$ cat src/rtl/tx_resp_sched_pkg.sv
// Shared types and constants for the TX response scheduler.
// Optional feature macro used by the scheduler: RESP_TAG_EN.
package tx_resp_sched_pkg;

  typedef enum logic [1:0] {
    ST_IDLE = 2'd0,
    ST_TAG  = 2'd1,
    ST_B0   = 2'd2,
    ST_B1   = 2'd3
  } state_e;

  typedef enum logic {
    SRC_RF  = 1'b0,
    SRC_ALU = 1'b1
  } src_e;

  localparam logic [7:0] RF_TAG_DEFAULT  = 8'hBB;
  localparam logic [7:0] ALU_TAG_DEFAULT = 8'hCC;

  function automatic src_e other_src(input src_e s);
    return (s == SRC_RF) ? SRC_ALU : SRC_RF;
  endfunction

endpackage

$ cat src/rtl/tx_resp_sched_hold_buf.sv
// One-entry holding buffer with valid flag; supports free-and-fill at the same
// edge and reports a drop pulse when a load finds it occupied.
module resp_hold_buf #(
  parameter int W = 8
) (
  input  logic         CLK,
  input  logic         RST,
  input  logic         load_i,
  input  logic [W-1:0] data_i,
  input  logic         free_i,
  output logic [W-1:0] data_o,
  output logic         valid_o,
  output logic         drop_o
);

  logic [W-1:0] data_q;
  logic         valid_q;
  logic         accept;

  assign accept = load_i && (!valid_q || free_i);
  assign drop_o = load_i && valid_q && !free_i;

  // NOTE: sequential state uses non-blocking assignments so every register
  // samples pre-edge values, independent of process ordering.
  always_ff @(posedge CLK or negedge RST) begin
    if (!RST) begin
      data_q  <= '0;
      valid_q <= 1'b0;
    end else begin
      if (accept) begin
        data_q  <= data_i;
        valid_q <= 1'b1;
      end else if (free_i) begin
        valid_q <= 1'b0;
      end
    end
  end

  assign data_o  = data_q;
  assign valid_o = valid_q;

endmodule

$ cat src/rtl/tx_resp_sched.sv
// Round-robin scheduler of RF (1 byte) and ALU (2 byte) responses into the TX
// FIFO write port. Define RESP_TAG_EN to prefix each response with a tag byte.
module tx_resp_sched
  import tx_resp_sched_pkg::*;
#(
  parameter int              DATA_WIDTH = 8,
  parameter logic [DATA_WIDTH-1:0] RF_TAG  = RF_TAG_DEFAULT,
  parameter logic [DATA_WIDTH-1:0] ALU_TAG = ALU_TAG_DEFAULT
) (
  input  logic                    CLK,
  input  logic                    RST,
  input  logic [DATA_WIDTH-1:0]   RF_RdData,
  input  logic                    RF_RdData_VLD,
  input  logic [2*DATA_WIDTH-1:0] ALU_OUT,
  input  logic                    ALU_OUT_VLD,
  input  logic                    FIFO_FULL,
  input  logic                    ERR_CLR,
  output logic [DATA_WIDTH-1:0]   WR_DATA,
  output logic                    WR_INC,
  output logic                    RESP_BUSY,
  output logic                    DROP_ERR
);

`ifdef RESP_TAG_EN
  localparam state_e FIRST_ST = ST_TAG;
`else
  localparam state_e FIRST_ST = ST_B0;
  logic unused_tags;
  assign unused_tags = ^{RF_TAG, ALU_TAG};
`endif

  state_e state_q, state_d;
  src_e   src_q, src_d;
  src_e   ptr_q, ptr_d;
  src_e   grant;
  logic   drop_err_q, drop_err_d;

  logic [DATA_WIDTH-1:0]   rf_data;
  logic [2*DATA_WIDTH-1:0] alu_data;
  logic rf_vld, alu_vld, rf_drop, alu_drop, rf_free, alu_free;
  logic [DATA_WIDTH-1:0]   wr_data;
  logic                    wr_inc;

  resp_hold_buf #(.W(DATA_WIDTH)) u_rf_buf (
    .CLK     (CLK),
    .RST     (RST),
    .load_i  (RF_RdData_VLD),
    .data_i  (RF_RdData),
    .free_i  (rf_free),
    .data_o  (rf_data),
    .valid_o (rf_vld),
    .drop_o  (rf_drop)
  );

  resp_hold_buf #(.W(2*DATA_WIDTH)) u_alu_buf (
    .CLK     (CLK),
    .RST     (RST),
    .load_i  (ALU_OUT_VLD),
    .data_i  (ALU_OUT),
    .free_i  (alu_free),
    .data_o  (alu_data),
    .valid_o (alu_vld),
    .drop_o  (alu_drop)
  );

  // Pointer only matters when both buffers compete.
  assign grant = (rf_vld && alu_vld) ? ptr_q : (rf_vld ? SRC_RF : SRC_ALU);

  // NOTE: every output of this block gets a default first, so no path can
  // leave a signal unassigned and infer a latch.
  always_comb begin
    state_d  = state_q;
    src_d    = src_q;
    ptr_d    = ptr_q;
    rf_free  = 1'b0;
    alu_free = 1'b0;
    wr_data  = '0;
    wr_inc   = (state_q != ST_IDLE) && !FIFO_FULL;

    case (state_q)
      ST_IDLE: begin
        if (rf_vld || alu_vld) begin
          src_d   = grant;
          state_d = FIRST_ST;
        end
      end
`ifdef RESP_TAG_EN
      ST_TAG: begin
        wr_data = (src_q == SRC_ALU) ? ALU_TAG : RF_TAG;
        if (wr_inc) state_d = ST_B0;
      end
`endif
      ST_B0: begin
        wr_data = (src_q == SRC_ALU) ? alu_data[DATA_WIDTH-1:0] : rf_data;
        if (wr_inc) begin
          if (src_q == SRC_ALU) begin
            state_d = ST_B1;
          end else begin
            state_d = ST_IDLE;
            rf_free = 1'b1;
            ptr_d   = other_src(src_q);
          end
        end
      end
      ST_B1: begin
        wr_data = alu_data[2*DATA_WIDTH-1:DATA_WIDTH];
        if (wr_inc) begin
          state_d  = ST_IDLE;
          alu_free = 1'b1;
          ptr_d    = other_src(src_q);
        end
      end
      default: state_d = ST_IDLE;
    endcase
  end

  // A new drop at the same edge as a clear keeps the flag set.
  assign drop_err_d = (rf_drop || alu_drop) ? 1'b1 :
                      (ERR_CLR ? 1'b0 : drop_err_q);

  always_ff @(posedge CLK or negedge RST) begin
    if (!RST) begin
      state_q    <= ST_IDLE;
      src_q      <= SRC_RF;
      ptr_q      <= SRC_RF;
      drop_err_q <= 1'b0;
    end else begin
      state_q    <= state_d;
      src_q      <= src_d;
      ptr_q      <= ptr_d;
      drop_err_q <= drop_err_d;
    end
  end

  assign WR_DATA   = wr_data;
  assign WR_INC    = wr_inc;
  assign RESP_BUSY = rf_vld || alu_vld;
  assign DROP_ERR  = drop_err_q;

endmodule

$ cat config.mk
export PLATFORM = sky130hd
export DESIGN_NAME = tx_resp_sched
export DESIGN_NICKNAME = d
export VERILOG_FILES = /design/src/rtl/tx_resp_sched_pkg.sv /design/src/rtl/tx_resp_sched_hold_buf.sv /design/src/rtl/tx_resp_sched.sv
export SDC_FILE = /design/constraint.sdc
export NUM_CORES = 1
export LEC_CHECK = 0
export ABC_CLOCK_PERIOD_IN_PS = 1500
export CAP_MARGIN = 40
export CORE_UTILIZATION = 42
export DETAILED_ROUTE_END_ITERATION = 10
export GPL_TIMING_DRIVEN = 0
export PLACE_DENSITY = 0.8
export SLEW_MARGIN = 20
export SYNTH_ARGS = -nofsm -noshare
export SYNTH_HDL_FRONTEND = slang
export SYNTH_SLANG_ARGS = --single-unit
$ cat constraint.sdc
create_clock -name CLK -period 1.5 [get_ports CLK]
set_input_delay 0.3 -clock CLK [delete_from_list [all_inputs] [get_ports CLK]]
set_output_delay 0.3 -clock CLK [all_outputs]
set_load 0.01 [all_outputs]
==> out/metrics.cfg, run 1 <==
[outcome]
status = finished, violations left
failed_checks = hold timing, setup timing

[setup_path]
end_kind = primary output
crit_fanout = 5
worst-setup-path-type = reg2out
max_stage_delay_ps = 420
path_cells = buf_6, mux2i_1, o21ai_1, and2_1, buf_2
path_buf_inv = 2
critPathTopFamily = flip-flops
cp-start-kind = flop
critPathRequiredTime_ps = 1200
cp_data_arrival_time_ps = 1510
cp_slowest_cell = dfrtp_2

[final_layout]
layout_common_cells = dfrtp_1, clkdlybuf4s50_1, mux2_4
num_antenna_cells = 0
final_util_pct = 65.95
final_common_cell = dfrtp_1
layout-drive-gt1-share_pct = 39.66
nNetsFinal = 208
synthToLayoutAreaGrowth_pct = 50.60

[timing]
hold_viol = 19
whs_ps = -13.01
skew_ps = 9.098
min_period_ps = 1806
finalCritPeriodShare_pct = 120.4
rsz0062_at_grt = true
max_freq_mhz = 553.8
fin_setup_tns_ps = -3731
layout_setup_ws_ps = -305.7
drv_slew = 0
relSlewSlack_pct = 54.17
setup_viol = 34
worst_pin_slew_ps = 687.4

[floorplan]
start_util_pct = 43.79
rows = 21
chipWidth_um = 60.99
fp.coreArea_um2 = 3337
die_h_um = 60.99
io_pins = 41
die-area_um2 = 3719

[routing]
totalWireLength_um = 3606
first_pass_iters = 4
ant_nets = 0
drt-initial-drc-count = 37
post_drt_wl_per_cell_um = 16.03
via_per_inst = 5.013
via_count = 1128
drc = 0

[hold_path]
hold_path_class = in2async

[global_routing]
grt_max_degree = 32
grt.total_usage_pct = 20.68
antenna_found_initial = 0
grt-ovfl-total = 0
grt_pass1_wl_um = 5244
grt_pass1_vias = 1142

[cts]
clk_pin_slew_ps = 100
cts-htree-levels = 2
cts_root_buf = clkbuf_4
numCtsBuffers = 5
clk_latency_ps = 340
clock_sinks = 31
clockBufferDepth = 2
cts_tree = done
holdBufCountCts = 0

[job]
cap_violations = 0

[logic_synthesis]
synth_area_per_cell_um2 = 12.49
seq_area_frac_synth_pct = 53.08
syn_inst = 117
ys_ff_latch = 31
ys_async_sr_fraction_pct = 100.0
synth-edff-count = 0
mappedNetlistNets = 147
synthFlopType = dfrtp_1
yosys_warnings = 0
yosysUniqueCellTypes = 26
netlist_area_um2 = 1461

[power]
power.density_nw_per_um2 = 1915
total_power_w = 0.004214
peakVddDrop_v = 0.0009764
power_leakage_nw = 1.019

[placement]
gp_congestion = 0.6974
hpwl_um = 2180
place_ws_ps = -556.5
io_buffers = 40

## metal layers
layer | wire [um] | up-vias | global-route usage, %
met3 | 182 | 12 | 7.036
met5 | 0 | - | 0
met2 | 1792 | 33 | 33.91
met4 | 93 | 0 | 10.71
li1 | - | 529 | -
met1 | 1538 | 554 | 24.08
## kinds of logic (layout without fill, tap and decap cells)
group	count (synthesis)	after routing	synth area share, %
AOI/OAI and AO/OA	16	16	7.363
buffers and inverters	6	68	2.140
DFF	31	31	53.08
muxes	33	33	24.66
and+or+nand+nor	31	31	12.76
## area by class of cell
class	count	area (um^2)
clock inverters	1	7.507
repair buffers	54	486.7
fillers	256	1136
clock buffers	7	65.06
flip-flops and latches	31	778.2
well taps	46	57.56
multi-input cells	80	748.2
plain buffers	5	53.80
inverters	1	3.754
## final timing paths
| path | start | endpoint | slack [ps] | cells after the start |
|---|---|---|---|---|
| max reg2reg | src_q$_DFFE_PN0P_ | u_rf_buf.data_o[6]$_DFFE_PN0P_ | -150 | 5 |
| max in group asynchronous | RST | u_alu_buf.valid_o$_DFFE_PN0P_ | 1020 | 1 |
| max | src_q$_DFFE_PN0P_ | WR_DATA[4] | -310 | 5 |
| min | RST | u_alu_buf.data_o[0]$_DFFE_PN0P_ | -10 | 1 |
| min reg2reg | u_rf_buf.data_o[3]$_DFFE_PN0P_ | u_rf_buf.data_o[3]$_DFFE_PN0P_ | 520 | 1 |
| min in group CLK | u_rf_buf.data_o[3]$_DFFE_PN0P_ | u_rf_buf.data_o[3]$_DFFE_PN0P_ | 520 | 1 |
## synth_stat cells (2+ instances only)
master	instances	share of area, %
dfrtp_1	31	53
mux2_2	24	18
nand2_1	10	2.6
mux2i_1	9	6.2
o21ai_0	9	3.1
and2_1	8	3.4
clkbuf_1	3	0.77
nor2b_1	3	1.3
nand3_1	2	0.68
nor2_1	2	0.51
## flip-flops by register name (all words and copies together), names as in the netlist
register,count
state_q,2
u_alu_buf.valid_o,1
src_q,1
ptr_q,1
u_alu_buf.data_o,16
DROP_ERR,1
u_rf_buf.data_o,8
u_rf_buf.valid_o,1
## power breakdown
part | switching, W | internal, W
logic | 0.000868 | 0.00127
clock network | 0.000298 | 0.000274
registers | 0.000266 | 0.00123
total | 0.00143 | 0.00278
## metrics by stage
| stage | area [um^2] | hold WS (ps) | cells |
|---|---|---|---|
| finish | 2201 | -13.01 | 225 |
| global route | 2201 | 16.34 | 225 |
| CTS | 2082 | 7.580 | 223 |
| detailed placement | 1914 | 375.7 | 203 |
| global placement | 1919 | 467.1 | 203 |
| floorplan | 1461 | 4.409 | 117 |
## what timing repair did
item                                    CTS  global route
resized for setup                        62            29
endpoints found under the setup margin   30            28
gates cloned                              1             1
buffers inserted                         11             2
pin swaps                                 5             6
Power figures use the tool's default switching activity.
==> run 2: changes to the inputs <==
Settings changed: ABC_CLOCK_PERIOD_IN_PS 1500 to 2200, CORE_UTILIZATION 42 to 50, PLACE_DENSITY 0.8 to 0.89.
Clock period 1.5 ns to 2.2 ns, I/O delays scaled along.
==> run 2 against run 1 <==
Effect of this change: the run now ends clean; combinational power fell by 47%; sequential power is 33% lower; clock skew grew 5.8 ps; design area down 11%; critical endpoint is now WR_INC.
==> out/metrics.cfg, run 2 (synthesis gave the netlist of run 1 again) <==
[timing]
min_period_ps = 2107
worst_pin_slew_ps = 674.0  ; -13.37 ps
relSlewSlack_pct = 55.06  ; +0.89 points
skew_ps = 14.86  ; +5.759 ps
setup_viol = 0  ; -100%
hold_viol = 0  ; -19
fin_setup_tns_ps = 0  ; +3731 ps
finalCritPeriodShare_pct = 95.77
drv_slew = 0  ; unchanged
max_freq_mhz = 474.6
rsz0062_at_grt = false
whs_ps = 125.4  ; +138.4 ps
layout_setup_ws_ps = 92.99  ; +398.7 ps

[final_layout]
final_common_cell = clkdlybuf4s50_1
largest_register_ffs = 16  ; unchanged
synthToLayoutAreaGrowth_pct = 34.76
num_antenna_cells = 0  ; unchanged
layout_common_cells = clkdlybuf4s50_1, dfrtp_1, mux2_2
fin_area_um2 = 1969  ; -11%
nNetsFinal = 196  ; -5.8%
layout-drive-gt1-share_pct = 26.95  ; -13 points

[routing]
post_drt_wl_per_cell_um = 15.12  ; -5.6%
via_count = 1056  ; -6.4%
drt-initial-drc-count = 14  ; -62%
via_per_inst = 5.333  ; +6.4%
drc = 0  ; unchanged
totalWireLength_um = 2994  ; -17%
first_pass_iters = 4  ; unchanged
ant_nets = 0  ; unchanged

[global_routing]
grt_pass1_wl_um = 5154  ; -1.7%
grt_pass1_vias = 1160  ; +1.6%
grt_max_degree = 32  ; unchanged
grt.total_usage_pct = 22.05  ; +1.4 points
antenna_found_initial = 0  ; unchanged
grt-ovfl-total = 0  ; unchanged

[cts]
numCtsBuffers = 5  ; unchanged
clk_pin_slew_ps = 100  ; about the same
clk_latency_ps = 340  ; about the same
clockBufferDepth = 2  ; unchanged
cts_root_buf = clkbuf_4
holdBufCountCts = 0  ; unchanged
clock_sinks = 31  ; unchanged
cts_tree = done
cts-htree-levels = 2  ; unchanged

[setup_path]
cp.depth = 3  ; -2
crit_path_frequent_cell = clkdlybuf4s50_1
cp_slowest_cell = clkdlybuf4s50_1
worst-setup-path-type = in2out
end_kind = primary output
path_buf_inv = 2  ; unchanged
critPathRequiredTime_ps = 1760  ; +560 ps
max_stage_delay_ps = 540  ; +120 ps
path_cells = clkdlybuf4s50_1, nor2_1, clkdlybuf4s50_1
cp-start-kind = primary input
ff2ff_path_depth = 4  ; -1
cp_data_arrival_time_ps = 1670  ; +160 ps
crit_fanout = 5  ; unchanged
critPathTopFamily = buffers and inverters

[placement]
place_ws_ps = 3.036  ; +559.6 ps
dpl-instance-area_um2 = 1896  ; -0.98%
hpwl_um = 2178  ; about the same
gp_congestion = 0.8233  ; +18%
io_buffers = 40  ; unchanged

[power]
seqPwrFrac_pct = 40.8  ; +5.2 points
power_leakage_nw = 0.8863  ; -13%
power.density_nw_per_um2 = 1244  ; -35%
combPwrFrac_pct = 46.2  ; -4.6 points
peakVddDrop_v = 0.0008959  ; -8.2%
power_switching_w = 0.0008318  ; -42%
p_int_w = 0.001618  ; -42%
clkPwrFrac_pct = 13.0  ; -0.6 points
total_power_w = 0.002450  ; -42%
switching_share_pct = 33.95  ; about the same

[floorplan]
chipWidth_um = 56.06  ; -8.1%
io_pins = 41  ; unchanged
fp.coreArea_um2 = 2758  ; -17%
die-area_um2 = 3143  ; -15%
die_h_um = 56.06  ; -8.1%
start_util_pct = 52.99  ; +9.2 points
rows = 19  ; -9.5%

[hold_path]
hold_path_class = in2async

[job]
cap_violations = 0  ; unchanged

[outcome]
status = completed

## run 2: cell type report
cell class,count,area [um^2]
clock buffers,7,45.04
multi-input cells,80,656.9
plain buffers,5,42.54
repair buffers,42,400.4
fillers,231,788.3
inverters,1,3.754
flip-flops and latches,31,777.0
clock inverters,1,5.005
well taps,31,38.79
## run 2: final timing paths
kind	from	slack, ps	to
max in group asynchronous	RST	1600	state_q[0]$_DFFE_PN0P_
max	FIFO_FULL	90	WR_INC
min reg2reg	DROP_ERR$_DFFE_PN0P_	500	DROP_ERR$_DFFE_PN0P_
min in group CLK	DROP_ERR$_DFFE_PN0P_	500	DROP_ERR$_DFFE_PN0P_
max reg2reg	state_q[0]$_DFFE_PN0P_	490	u_rf_buf.data_o[5]$_DFFE_PN0P_
min	RST	130	u_rf_buf.valid_o$_DFFE_PN0P_
## run 2: timing repair
item / in CTS / in global routing
resized for setup: 16 / 1
buffers inserted: 2 / 0
setup endpoints to repair: 9 / 1
gates cloned: 0 / 0
## run 2: power by group through the flow
| stage | Clock (W) | Sequential [W] | Combinational, W |
|---|---|---|---|
| after floorplan | 0 | 0.000969 | 0.000739 |
| after global placement | 0 | 0.000992 | 0.00114 |
| after detailed placement | 0 | 0.00102 | 0.00117 |
| after CTS | 0.000325 | 0.000995 | 0.00114 |
| after global routing | 0.000358 | 0.00104 | 0.00123 |
| final | 0.000318 | 0.00100 | 0.00113 |
## run 2: metrics by stage
stage          instances  util [%]
6_report             198     71.42
3_5_place_dp         188     68.74
5_1_grt              198     71.42
3_3_place_gp         188     68.92
2_1_floorplan        117         -
4_1_cts              198     71.32
## run 2: layer usage
metal  global-route usage, %  wire (um)  vias up
met5                       0          0        -
met3                   5.349        123        7
met2                   38.61       1540       29
li1                        -          -      509
met4                   10.45         48        0
met1                   25.11       1281      511
==> run 3: changes to the inputs <==
Settings changed: CORE_UTILIZATION 50 to 45, PLACE_DENSITY 0.89 to 0.82.
==> run 3 against run 2 <==
Effect of this change: register-to-register slack improved by 110 ps; sequential power about the same; critical path depth increased by 1; global-route usage decreased by 1.7 points; hold slack improved by 9.7 ps; via count increased by 0.66%; maximum frequency decreased by 0.66%; final cell count increased by 6.1%; sequential cell count unchanged; clock-buffer cell count increased by 1.
==> out/metrics.cfg, run 3 (synthesis gave the netlist of run 1 again) <==
[outcome]
status = completed

[placement]
io_buffers = 40  ; unchanged
place_ws_ps = 13.46  ; +10.42 ps
gp_congestion = 0.7930  ; -3.7%
hpwl_um = 2140  ; -1.7%

[power]
combPwrFrac_pct = 44.5  ; -1.7 points
peakVddDrop_v = 0.0006791  ; -24%
power_leakage_nw = 0.8881  ; +0.20%
clkPwrFrac_pct = 15.1  ; +2.1 points
power_switching_w = 0.0008206  ; -1.3%
switching_share_pct = 32.99  ; -0.97 points
seqPwrFrac_pct = 40.4  ; -0.4 points
power.density_nw_per_um2 = 1250  ; +0.46%
p_int_w = 0.001667  ; +3.0%

[global_routing]
antenna_found_initial = 0  ; unchanged
use_met3_pct = 7.642  ; +2.3 points
grt_pass1_vias = 1118  ; -3.6%
gr-usage-met2_pct = 33.60  ; -5.0 points
met1_usage_pct = 25.07  ; -0.043 points
grt_max_degree = 32  ; unchanged
grt.total_usage_pct = 20.39  ; -1.7 points
grt-busiest-layer = met2
grt_pass1_wl_um = 5126  ; -0.54%
grt-ovfl-total = 0  ; unchanged

[final_layout]
num_antenna_cells = 0  ; unchanged
synthToLayoutAreaGrowth_pct = 36.22
n_fill_cell = 267  ; +16%
layout_common_cells = clkdlybuf4s50_1, dfrtp_1, mux2_2
final_common_cell = clkdlybuf4s50_1
nNetsFinal = 195  ; -0.51%
final_util_pct = 64.67  ; -6.7 points
largest_register_ffs = 16  ; unchanged
layout-drive-gt1-share_pct = 25.90  ; -1.0 points

[cts]
holdBufCountCts = 0  ; unchanged
clock_sinks = 31  ; unchanged
clk_latency_ps = 330  ; about the same
clk_pin_slew_ps = 90  ; about the same
cts-htree-levels = 2  ; unchanged
cts_root_buf = clkbuf_4
numCtsBuffers = 5  ; unchanged
clockBufferDepth = 2  ; unchanged
cts_tree = done

[timing]
max_freq_mhz = 471.5  ; -0.66%
hold_viol = 0  ; unchanged
drv_slew = 0  ; unchanged
setup_viol = 0  ; unchanged
rsz0062_at_grt = false
finalCritPeriodShare_pct = 96.41  ; +0.64 points
skew_ps = 7.304  ; -7.553 ps
relSlewSlack_pct = 54.48  ; -0.58 points
layout_setup_ws_ps = 78.89  ; -14.10 ps
worst_pin_slew_ps = 682.7  ; +8.707 ps
min_period_ps = 2121  ; +14.10 ps
whs_ps = 135.1  ; +9.741 ps
fin_setup_tns_ps = 0  ; unchanged

[setup_path]
ff2ff_path_depth = 4  ; unchanged
critPathRequiredTime_ps = 1760  ; about the same
path_buf_inv = 2  ; unchanged
worst-setup-path-type = reg2out
end_kind = primary output
cp-start-kind = flop
path_cells = buf_4, nor2_1, nor2_1, clkdlybuf4s50_1
crit_fanout = 10  ; +5
critPathTopFamily = buffers and inverters
cp_slowest_cell = clkdlybuf4s50_1
crit_path_frequent_cell = nor2_1
cp.depth = 4  ; +1
max_stage_delay_ps = 480  ; -60 ps
cp_data_arrival_time_ps = 1680  ; about the same

[routing]
via_count = 1063  ; +0.66%
via_per_inst = 5.062  ; -5.1%
ant_nets = 0  ; unchanged
drt-initial-drc-count = 26  ; +12
post_drt_wl_per_cell_um = 14.08  ; -6.9%
drc = 0  ; unchanged
first_pass_iters = 4  ; unchanged
totalWireLength_um = 2956  ; -1.3%

[hold_path]
hold_path_class = in2async

[floorplan]
io_pins = 41  ; unchanged
die-area_um2 = 3479  ; +11%
fp.coreArea_um2 = 3078  ; +12%
chipWidth_um = 58.99  ; +5.2%
start_util_pct = 47.48  ; -5.5 points
die_h_um = 58.99  ; +5.2%
rows = 20  ; +1

[job]
cap_violations = 0  ; unchanged

==> run 3: metrics by stage <==
step,cells,power (W),instance area [um^2]
after floorplan,117,0.001708,1461
after global placement,201,0.002131,1917
after detailed placement,201,0.002175,1912
after CTS,209,0.002486,1982
after global routing,210,0.002692,1991
final,210,0.002488,1991
==> run 3: path summary, 6_finish.rpt <==
kind                       slack, ps                              to                   start
setup / recovery                  80                          WR_INC  state_q[0]$_DFFE_PN0P_
hold / removal                   140    u_rf_buf.valid_o$_DFFE_PN0P_                     RST
setup reg to reg                 600  u_rf_buf.data_o[6]$_DFFE_PN0P_       src_q$_DFFE_PN0P_
hold reg to reg                  500            DROP_ERR$_DFFE_PN0P_    DROP_ERR$_DFFE_PN0P_
max in group asynchronous       1580          state_q[0]$_DFFE_PN0P_                     RST
min in group CLK                 500            DROP_ERR$_DFFE_PN0P_    DROP_ERR$_DFFE_PN0P_
==> run 3: what timing repair did <==
item,CTS,global route
gates resized for setup,13,3
setup endpoints to repair,9,6
buffers inserted,0,1
==> run 3: per-layer routing <==
layer	routed length, um	vias up
met5	0	-
met1	1323	514
li1	-	506
met2	1442	36
met3	154	7
met4	36	0
==> run 3: layout make-up <==
cell class | instances | area [um^2] | share of cell area [%]
multi-input combinational | 80 | 654.4 | 32.87
inverter | 1 | 3.754 | 0.1886
sequential | 31 | 777.0 | 39.03
buffer | 5 | 38.79 | 1.948
timing repair buffer | 41 | 392.9 | 19.74
tap | 44 | 55.05 | 2.766
clock buffer | 8 | 68.82 | 3.457
==> run 3: worst register-to-register path, stage by stage, from the launching register on <==
cell and delay (ps):
dfrtp_1 410, buf_4 140, nor4b_2 380, o21ai_2 230, mux2_2 330
==> run 3: power groups by stage <==
stage	clock network (W)	logic [W]	registers [W]
final	0.000376	0.00111	0.00100
after global routing	0.000418	0.00123	0.00104
after CTS	0.000384	0.00110	0.00100
after detailed placement	0	0.00116	0.00101
after global placement	0	0.00114	0.000994
after floorplan	0	0.000739	0.000969
